`src/rtl/input_debounce.sv`:
```
// ---------------------------------------------------------------------------
// input_debounce
//
// Purpose:
//   Conditions a raw, asynchronous control input (switch or pin) into the
//   clean, registered level A that the downstream control FSM consumes.
//   Din first passes through a two-flop synchroniser. A four-state counter
//   FSM then debounces it: the FSM needs DEBOUNCE consecutive synchronised
//   samples at the new level before A changes. The block also emits
//   one-cycle Rise/Fall strobes and keeps a saturating count of aborted
//   debounce attempts for diagnostics.
//
// Parameters:
//   DEBOUNCE  consecutive synchronised samples needed to change A (1..255)
//   CNT_W     stability counter width, 2**CNT_W must exceed DEBOUNCE
//   GLITCH_W  width of GlitchCnt
//
// Ports:
//   Clock      in   single system clock, rising edge
//   Reset      in   synchronous, active-high reset
//   Din        in   raw asynchronous input
//   A          out  debounced, registered level
//   Rise       out  one-cycle pulse in the cycle A goes 0->1
//   Fall       out  one-cycle pulse in the cycle A goes 1->0
//   Busy       out  high while a level change is being qualified
//   GlitchCnt  out  saturating count of aborted debounce attempts
// ---------------------------------------------------------------------------
module input_debounce #(
    parameter int DEBOUNCE = 4,
    parameter int CNT_W    = 8,
    parameter int GLITCH_W = 8
) (
    input  logic                Clock,
    input  logic                Reset,
    input  logic                Din,
    output logic                A,
    output logic                Rise,
    output logic                Fall,
    output logic                Busy,
    output logic [GLITCH_W-1:0] GlitchCnt
);

    typedef enum logic [1:0] {
        LOW    = 2'b00,
        CHK_HI = 2'b01,
        HIGH   = 2'b10,
        CHK_LO = 2'b11
    } state_t;

    // Value of the counter on the last qualifying sample before A may flip.
    localparam logic [CNT_W-1:0] LP_CNT_LAST = CNT_W'(DEBOUNCE - 1);

    logic                r_s1;
    logic                r_s2;
    state_t              r_state;
    logic [CNT_W-1:0]    r_cnt;
    logic                r_a;
    logic                r_rise;
    logic                r_fall;
    logic [GLITCH_W-1:0] r_glitch;

    state_t              w_stateNext;
    logic [CNT_W-1:0]    w_cntNext;
    logic                w_aNext;
    logic                w_riseNext;
    logic                w_fallNext;
    logic [GLITCH_W-1:0] w_glitchNext;
    logic [GLITCH_W-1:0] w_glitchInc;

    // An aborted attempt bumps the glitch counter, holding at all-ones.
    assign w_glitchInc = (r_glitch == '1) ? r_glitch : r_glitch + GLITCH_W'(1);

    // State register: the synchroniser, the FSM state and every registered
    // output. Reset wins over any transition on the same edge, so a reset
    // taken while A is high drops A without producing a Fall strobe.
    always_ff @(posedge Clock) begin
        if (Reset) begin
            r_s1     <= 1'b0;
            r_s2     <= 1'b0;
            r_state  <= LOW;
            r_cnt    <= '0;
            r_a      <= 1'b0;
            r_rise   <= 1'b0;
            r_fall   <= 1'b0;
            r_glitch <= '0;
        end else begin
            r_s1     <= Din;
            r_s2     <= r_s1;
            r_state  <= w_stateNext;
            r_cnt    <= w_cntNext;
            r_a      <= w_aNext;
            r_rise   <= w_riseNext;
            r_fall   <= w_fallNext;
            r_glitch <= w_glitchNext;
        end
    end

    // Next-state logic. The FSM looks only at the synchronised sample r_s2.
    // r_cnt holds the number of consecutive samples seen at the candidate
    // level. A sample back at the old level abandons the attempt and counts
    // as a glitch. With DEBOUNCE=1 the check states are skipped entirely.
    always_comb begin
        w_stateNext  = r_state;
        w_cntNext    = r_cnt;
        w_aNext      = r_a;
        w_riseNext   = 1'b0;
        w_fallNext   = 1'b0;
        w_glitchNext = r_glitch;
        case (r_state)
            LOW: begin
                if (r_s2) begin
                    if (DEBOUNCE == 1) begin
                        w_stateNext = HIGH;
                        w_aNext     = 1'b1;
                        w_riseNext  = 1'b1;
                        w_cntNext   = '0;
                    end else begin
                        w_stateNext = CHK_HI;
                        w_cntNext   = CNT_W'(1);
                    end
                end
            end
            CHK_HI: begin
                if (!r_s2) begin
                    w_stateNext  = LOW;
                    w_cntNext    = '0;
                    w_glitchNext = w_glitchInc;
                end else if (r_cnt == LP_CNT_LAST) begin
                    w_stateNext = HIGH;
                    w_aNext     = 1'b1;
                    w_riseNext  = 1'b1;
                    w_cntNext   = '0;
                end else begin
                    w_cntNext = r_cnt + CNT_W'(1);
                end
            end
            HIGH: begin
                if (!r_s2) begin
                    if (DEBOUNCE == 1) begin
                        w_stateNext = LOW;
                        w_aNext     = 1'b0;
                        w_fallNext  = 1'b1;
                        w_cntNext   = '0;
                    end else begin
                        w_stateNext = CHK_LO;
                        w_cntNext   = CNT_W'(1);
                    end
                end
            end
            CHK_LO: begin
                if (r_s2) begin
                    w_stateNext  = HIGH;
                    w_cntNext    = '0;
                    w_glitchNext = w_glitchInc;
                end else if (r_cnt == LP_CNT_LAST) begin
                    w_stateNext = LOW;
                    w_aNext     = 1'b0;
                    w_fallNext  = 1'b1;
                    w_cntNext   = '0;
                end else begin
                    w_cntNext = r_cnt + CNT_W'(1);
                end
            end
            default: begin
                w_stateNext = LOW;
                w_aNext     = 1'b0;
                w_cntNext   = '0;
            end
        endcase
    end

    // Output decode: Busy comes straight from the state. Every other output
    // is already a flop.
    always_comb begin
        Busy = (r_state == CHK_HI) || (r_state == CHK_LO);
    end

    assign A         = r_a;
    assign Rise      = r_rise;
    assign Fall      = r_fall;
    assign GlitchCnt = r_glitch;

endmodule

```
`config.mk`:
```
export PLATFORM = sky130hd
export DESIGN_NAME = input_debounce
export DESIGN_NICKNAME = d
export VERILOG_FILES = /design/src/rtl/input_debounce.sv
export SDC_FILE = /design/constraint.sdc
export NUM_CORES = 1
export LEC_CHECK = 0
export CELL_PAD_IN_SITES_DETAIL_PLACEMENT = 0
export CELL_PAD_IN_SITES_GLOBAL_PLACEMENT = 1
export CORE_ASPECT_RATIO = 0.6
export CORE_UTILIZATION = 36
export CTS_BUF_LIST = sky130_fd_sc_hd__clkbuf_16
export DETAILED_ROUTE_END_ITERATION = 8
export GPL_TIMING_DRIVEN = 0
export PLACE_DENSITY_LB_ADDON = 0.2
export SLEW_MARGIN = 20
export SYNTH_ARGS = -nofsm -noshare
export SYNTH_HDL_FRONTEND = slang
export SYNTH_SLANG_ARGS = --single-unit
```
`constraint.sdc`:
```
create_clock -name Clock -period 1.59 [get_ports Clock]
set_input_delay 0.2385 -clock Clock [delete_from_list [all_inputs] [get_ports Clock]]
set_output_delay 0.2385 -clock Clock [all_outputs]
set_load 0.02 [all_outputs]
```
**Word-level counts from Yosys, hierarchy flattened**

Index checks and enable logic that the tools add are counted.
W data, S select, Z words.

- Add/sub/neg operators: 2
- Equal/unequal tests: 15
- Muxes and demuxes: 23
- Bitwise logic cells: 3
- Reduce and logical (&&, ||, !) cells: 9

Operators by type and width:

| cell | count |
|---|---|
| $mux W8 | 8 |
| $pmux W8 S4 | 1 |
| $add A8 B1 Y8 const B | 2 |
| $ne A2 B2 Y1 const B | 8 |
| $pmux W8 S2 | 1 |
| $mux W2 | 6 |
| $eq A8 B2 Y1 const B | 1 |
| $eq A8 B8 Y1 const B | 1 |
| $pmux W2 S4 | 1 |
| $ne A3 B3 Y1 const B | 2 |
| $reduce_or A3 Y1 | 2 |
| $mux W1 | 5 |
| $reduce_and A5 Y1 | 1 |
| $eq A2 B2 Y1 const B | 2 |
| $reduce_and A4 Y1 | 1 |
| $not A1 Y1 | 3 |
| $reduce_and A3 Y1 | 1 |
| $eq A2 B1 Y1 const B | 1 |
| $logic_not A2 Y1 | 1 |
| $pmux W1 S2 | 1 |
| $reduce_and A2 Y1 | 1 |
| $reduce_bool A2 Y1 | 1 |
| $logic_or A1 B1 Y1 | 1 |

- Register bits after elaboration: 23
- Bits of input ports: 3
- Word-level logic and storage cells: 60

**Depth between registers and ports, before layout**

Gate-level depths: netlist of the first run.

- Depth after elaboration: 4
- Gate-level depth with buffers: 5
- Depth with buffers taken out: 5

**Worst setup path before layout of the first run**

OpenSTA, ideal clock, no wires.

- Path type: register to register
- From: register r_cnt[0]
- To: register r_cnt[2]
- Arrival: 1398 ps
- Setup slack: 55 ps
- Stages on the path, launching flop included: 6
- Path buffers: 0
- Period minus slack after synthesis: 1535 ps
- Cell sequence: dfxtp_1 -> ha_1 -> nor4b_1 -> nand3b_1 -> o2111ai_1 -> o311ai_2

- Cells in the longest elaborated chain, start to end: 4

RTL lines:

| element | RTL line | source |
|---|---|---|
| start, declared | 56 | `logic [CNT_W-1:0] r_cnt;` |
| start signal, assigned | 90 | `r_cnt <= w_cntNext;` |
| $add A8 B1 Y8 or $eq A8 B2 Y1 (tied branches) | n/a |  |
| $mux W8 (*) | 128, 155 |  |
| $mux W8 (on tied branches) | 151, 124 |  |
| $pmux W8 S4 (*) | 109 | `case (r_state)` |

Mark *: on every way between the ends. The rest lies on a longest branch, timed or not.
A chain may end at the register's enable or synchronous reset.

**Worst setup path in the final report of the first run**

- From: register r_cnt[0]
- To: register r_cnt[0]

The elaborated chain is that of the path after synthesis.

==> results of run 1 <==
-- Yosys cell counts --
library cell | number | share of area, %
mux2_2 | 1 | 1.0
a211oi_1 | 1 | 0.67
dfxtp_1 | 23 | 41
inv_1 | 6 | 2.0
nor2_1 | 8 | 2.7
o21ai_0 | 5 | 2.2
nand4b_1 | 1 | 0.78
a2111oi_0 | 1 | 0.78
or3_1 | 3 | 1.7
a21oi_1 | 5 | 2.2
and3_1 | 2 | 1.1
xor2_1 | 4 | 3.1
nor3_4 | 1 | 1.5
ha_1 | 2 | 2.2
nand4_1 | 4 | 2.2
nor4b_1 | 1 | 0.78
o2111ai_1 | 1 | 0.78
nor4_1 | 2 | 1.1
nand2_1 | 7 | 2.4
o211ai_1 | 1 | 0.67
a41oi_1 | 1 | 0.78
mux2i_1 | 4 | 3.6
a21o_1 | 1 | 0.67
nor2b_1 | 4 | 2.2
and2b_2 | 1 | 0.78
nor3b_1 | 1 | 0.67
o21a_1 | 1 | 0.67
o311ai_2 | 1 | 1.5
nand3b_1 | 1 | 0.67
o2111ai_4 | 1 | 2.4
and2_1 | 3 | 1.7
nand3_1 | 9 | 4.0
nor3_1 | 3 | 1.3
a31oi_1 | 6 | 3.4
clkbuf_1 | 4 | 1.3
nand2_2 | 1 | 0.56
xnor2_4 | 1 | 2.5
-- flip-flops by register name (all words and copies together) (netlist names), named ones only --
name / cells
GlitchCnt: 8
r_s2: 1
Rise: 1
r_state: 1
r_cnt: 8
r_s1: 1
A: 1
Fall: 1
-- power groups by stage --
| stage | logic [mW] | clock network (mW) | registers, mW |
|---|---|---|---|
| finish | 0.0625 | 0.546 | 0.594 |
| global route | 0.0683 | 0.589 | 0.595 |
| CTS | 0.0596 | 0.554 | 0.593 |
| detailed placement | 0.0585 | 0 | 0.605 |
| global placement | 0.0582 | 0 | 0.605 |
| floorplan | 0.0321 | 0 | 0.608 |
-- worst register-to-register path, stage by stage (launching register included) --
cell and delay (ns):
dfxtp_1 0.42, ha_4 0.21, nor4b_4 0.23, nand3b_1 0.10, buf_4 0.17, nor2_1 0.16
a2111oi_0 0.10
-- area by class of cell --
cell class | count | area (um^2)
Clock inverter | 1 | 5.005
Fill cell | 265 | 1436
Clock buffer | 3 | 75.07
Timing Repair Buffer | 17 | 165.2
Inverter | 6 | 22.52
Tap cell | 42 | 52.55
Buffer | 4 | 17.52
Sequential cell | 23 | 461.7
Multi-Input combinational cell | 89 | 673.1
-- layer usage --
layer	vias to the layer above	global-route usage, %	wire length, um
met3	2	6.027	116
met5	-	0	0
met1	453	25.38	1375
met2	28	22.20	996
met4	0	3.462	7
li1	487	-	-
-- repair_timing --
action                                  4_1_cts  5_1_grt
buffers inserted                              1        2
resized for setup                             8        8
endpoints found under the setup margin       22       15
pin swaps                                     2        3
-- logic make-up after synthesis --
logic type,synth area share (%)
AOI/OAI and AO/OA,16.71
buffers and inverters,3.363
muxes,4.596
adders and majority gates,2.242
and+or+nand+nor,26.23
xor gates and xnor gates,5.605
DFF,41.26
-- per-stage QoR --
step	setup TNS (ns)	power, mW	worst slack (ns)
6_report	0	1.203	0.05575
5_1_grt	-0.01331	1.252	-0.008401
4_1_cts	-0.06499	1.206	-0.03590
3_5_place_dp	-5.190	0.6637	-0.3442
3_3_place_gp	-3.770	0.6631	-0.3026
2_1_floorplan	0	0.6399	0.05497
-- worst paths after layout --
check	end	depth (start not counted)	slack (ns)
worst max-delay path	r_cnt[0]	6	0.06
worst min-delay path	r_s2	1	0.44
worst max register to register	r_cnt[0]	6	0.06
worst min register to register	r_s2	1	0.44
==> results.sh, run 1 <==
export IMPL_status="complete, no violations"
export IMPL_grt_pass1_vias=822
export IMPL_syn_to_final_growth_pct=31.95
export IMPL_power_switching_uw=253.3
export IMPL_synth_avg_cell_area_um2=9.148
export IMPL_setup_worst_path_start="r_cnt[0]"
export IMPL_viasPerCell=5.243
export IMPL_p_sw_share_pct=21.05
export IMPL_hpwl_um=1716
export IMPL_ys_seq_area_share_pct=41.26
export IMPL_num_rows=15
export IMPL_cts_buffer_depth=2
export IMPL_drtPass1Iterations=4
export IMPL_syn_area_um2=1116
export IMPL_root_buffer="clkbuf_16"
export IMPL_diodes=0
export IMPL_synthCells=122
export IMPL_critPathRequiredTime_ns=1.70
export IMPL_grt_max_degree=14
export IMPL_relSlewSlack_pct=66.75
export IMPL_drive_gt1_share_pct=16.08
export IMPL_cp_end_kind="register"
export IMPL_critPathSlowestCell="dfxtp_1"
export IMPL_antenna_left=0
export IMPL_clk_pin_slew_ns=0.06
export IMPL_num_vias=970
export IMPL_ys_seq_elements=23
export IMPL_slew_viol_final=0
export IMPL_cts_hold_buffers=0
export IMPL_setup_viol=0
export IMPL_grt_pass1_wl_um=4057
export IMPL_layout_common_cells="dfxtp_1, clkdlybuf4s50_1, nand3_1, nor2_1, nand2_1"
export IMPL_numCtsBuffers=3
export IMPL_nets=149
export IMPL_cts_max_level=1
export IMPL_pin_count=15
export IMPL_fp_dieH_um=45.13
export IMPL_path_cells="ha_4, nor4b_4, nand3b_1, buf_4, nor2_1, a2111oi_0"
export IMPL_stdcell_count=185
export IMPL_slowest_delay_ns=0.42
export IMPL_hold_path_class="reg2reg"
export IMPL_grt_use_total_pct=16.74
export IMPL_worst_slew_pin_slew_ns=0.4970
export IMPL_yosysUniqueCellTypes=37
export IMPL_power_share_combinational_pct=5.2
export IMPL_drt_iter0_drc=56
export IMPL_critPathMaxFanout=7
export IMPL_finalCritPeriodShare_pct=96.49
export IMPL_p_leak_nw=0.5377
export IMPL_postPlaceCellArea_um2=1309
export IMPL_synth_nets=127
export IMPL_yosysWarnings=0
export IMPL_io_buffers=14
export IMPL_p_int_uw=949.8
export IMPL_routed_wl_um=2494
export IMPL_gp_congestion=0.7546
export IMPL_antenna_found_initial=0
export IMPL_post_place_cells=178
export IMPL_die_w_um=73.88
export IMPL_cp_start_kind="register"
export IMPL_final_util_pct=50.62
export IMPL_clock_power_share_pct=45.4
export IMPL_p_seq_share_pct=49.4
export IMPL_grt_overflow_total=0
export IMPL_hold_violations=0
export IMPL_fin_area_um2=1473
export IMPL_cpLargestDelayFamily="simple AND/OR/NAND/NOR gates"
export IMPL_cts_sinks=23
export IMPL_wl_per_cell_um=13.48
export IMPL_dieArea_um2=3334
export IMPL_peakVddDrop_mv=0.4623
export IMPL_crit_arrival_ns=1.64
export IMPL_clock_latency_ns=0.25
export IMPL_regToRegStartpoint="r_cnt[0]"
export IMPL_min_from="r_s1"
export IMPL_start_util_pct=38.37
export IMPL_cts_tree="built"
export IMPL_finalCriticalPeriod_ns=1.534
export IMPL_cap_violations=0
export IMPL_p_per_area_nw_per_um2=817.0
export IMPL_hold_worst_slack_ns=0.4409
export IMPL_final_common_cell="dfxtp_1"
export IMPL_worstSetupPathType="reg2reg"
export IMPL_drc=0
export IMPL_fin_skew_ns=0.001392
export IMPL_worst_path_buf_inv=1
export IMPL_core_area_um2=2909
export IMPL_fmax_mhz=651.8
(Power assumes the default switching activity.)
==> inputs of run 2 (changes only) <==
--- a/config.mk
+++ b/config.mk
@@ -12,7 +12,7 @@
 export CTS_BUF_LIST = sky130_fd_sc_hd__clkbuf_16
 export DETAILED_ROUTE_END_ITERATION = 8
 export GPL_TIMING_DRIVEN = 0
-export PLACE_DENSITY_LB_ADDON = 0.2
+export PLACE_DENSITY_LB_ADDON = 0.1
 export SLEW_MARGIN = 20
 export SYNTH_ARGS = -nofsm -noshare
 export SYNTH_HDL_FRONTEND = slang
==> results.sh, run 2 (synthesis gave the netlist of run 1 again) <==
export IMPL_viasPerCell=5.232
export IMPL_routed_wl_um=2476
export IMPL_wl_per_cell_um=13.38
export IMPL_hold_depth=1
export IMPL_fin_skew_ns=0.003129
export IMPL_hold_violations=0
export IMPL_cap_violations=0
export IMPL_rr_worst_depth=5
export IMPL_regArea_um2=465.4
export IMPL_pin_count=15
export IMPL_hold_worst_slack_ns=0.4464
export IMPL_grt_pass1_vias=777
export IMPL_antenna_found_initial=0
export IMPL_critPathMaxFanout=6
export IMPL_io_buffers=14
export IMPL_multi_input_area_um2=654.4
export IMPL_cts_max_level=1
export IMPL_syn_to_final_growth_pct=30.61
export IMPL_finalCritPeriodShare_pct=96.21
export IMPL_crit_arrival_ns=1.29
export IMPL_diodes=0
export IMPL_cts_buffer_depth=2
export IMPL_final_util_pct=50.11
export IMPL_numCtsBuffers=3
export IMPL_grt_pass1_wl_um=4015
export IMPL_cpLargestDelayFamily="buffers and inverters"
export IMPL_root_buffer="clkbuf_16"
export IMPL_hpwl_um=1821
export IMPL_core_area_um2=2909
export IMPL_highest_layer="met4"
export IMPL_grt_overflow_total=0
export IMPL_worst_path_buf_inv=1
export IMPL_drtPass1Iterations=4
export IMPL_cts_tree="built"
export IMPL_grt_use_total_pct=16.72
export IMPL_rsz0062_at_grt="false"
export IMPL_routed_wl_met2_um=919
export IMPL_num_rows=15
export IMPL_drt_met1_wl_um=1373
export IMPL_preCtsSetupSlack_ns=-0.3289
export IMPL_nets=149
export IMPL_final_common_cell="dfxtp_1"
export IMPL_slowest_delay_ns=0.63
export IMPL_cp_end_kind="output port"
export IMPL_hold_path_class="reg2reg"
export IMPL_worst_slew_pin_slew_ns=0.4810
export IMPL_die_w_um=73.88
export IMPL_drc=0
export IMPL_setup_viol=0
export IMPL_cp_depth=1
export IMPL_antenna_left=0
export IMPL_fp_dieH_um=45.13
export IMPL_p_per_area_nw_per_um2=822.6
export IMPL_clock_latency_ns=0.25
export IMPL_start_util_pct=38.37
export IMPL_finalCriticalPeriod_ns=1.530
export IMPL_nFillCells=282
export IMPL_drive_gt1_share_pct=16.08
export IMPL_worstSetupPathType="reg2out"
export IMPL_dr_wl_met3_um=175
export IMPL_drt_iter0_drc=61
export IMPL_relSlewSlack_pct=67.94
export IMPL_critPathRequiredTime_ns=1.35
export IMPL_layout_common_cells="dfxtp_1, clkdlybuf4s50_1, nand3_1, nor2_1"
export IMPL_p_leak_nw=0.5369
export IMPL_critPathSlowestCell="clkdlybuf4s50_1"
export IMPL_slew_viol_final=0
export IMPL_fin_total_pwr_mw=1.199
export IMPL_peakVddDrop_mv=0.5705
export IMPL_num_vias=968
export IMPL_clk_pin_slew_ns=0.06
export IMPL_cp_start_kind="register"
export IMPL_grt_max_degree=13
export IMPL_status="complete, no violations"
export IMPL_timing_final_ws_setup_ns=0.06019
export IMPL_gp_congestion=0.7838
export IMPL_cts_sinks=23
export IMPL_cts_hold_buffers=0
export IMPL_fmax_mhz=653.7
export IMPL_dieArea_um2=3334
export IMPL_path_cells="clkdlybuf4s50_1"
==> run 2: cell types whose count changed in the layout (fill, tap and decap cells not counted), sizes merged <==
| cell | delta |
|---|---|
| clkdlybuf4s50 | +1 |
| clkinv | -1 |
| dlygate4sd2 | -1 |
| inv | +1 |
==> run 2: final cells by class <==
type,count,area share [%]
Multi-Input combinational cell,89,44.89
Sequential cell,23,31.93
Timing Repair Buffer,17,11.42
Clock buffer,3,5.150
Tap cell,42,3.605
Inverter,6,1.545
Buffer,4,1.202
Clock inverter,1,0.2575
==> run 2: timing repair <==
item,4_1_cts,5_1_grt
pin swaps,1,2
endpoints found under the setup margin,20,15
gates resized for setup,6,10
endpoints found under the hold margin,0,0
setup buffers,1,2
==> run 2: final timing paths <==
check	start	to	slack [ns]
max	GlitchCnt[3]	GlitchCnt[3]	0.06
min	r_s1	r_s2	0.45
max reg2reg	r_s2	r_cnt[2]	0.10
min reg2reg	r_s1	r_s2	0.45
==> run 2: where the power goes <==
| group | internal (mW) | total [mW] | leakage, nW | switching (mW) |
|---|---|---|---|---|
| Clock | 0.336 | 0.542 | 0.0423 | 0.206 |
| Sequential | 0.585 | 0.594 | 0.188 | 0.00921 |
| Combinational | 0.0287 | 0.0635 | 0.307 | 0.0348 |
==> run 2: stage by stage <==
step / cell area, um^2 / setup TNS, ns / instances
detailed placement: 1309 / -4.674 / 178
global placement: 1309 / -3.995 / 178
finish: 1458 / 0 / 185
CTS: 1415 / 0 / 183
global route: 1458 / 0 / 185
floorplan: 1116 / 0 / 122
==> run 2: layer usage <==
metal	GRT usage, %	up-vias
li1	-	488
met3	5.357	2
met4	3.462	0
met1	27.81	449
met2	19.45	29
met5	0	-
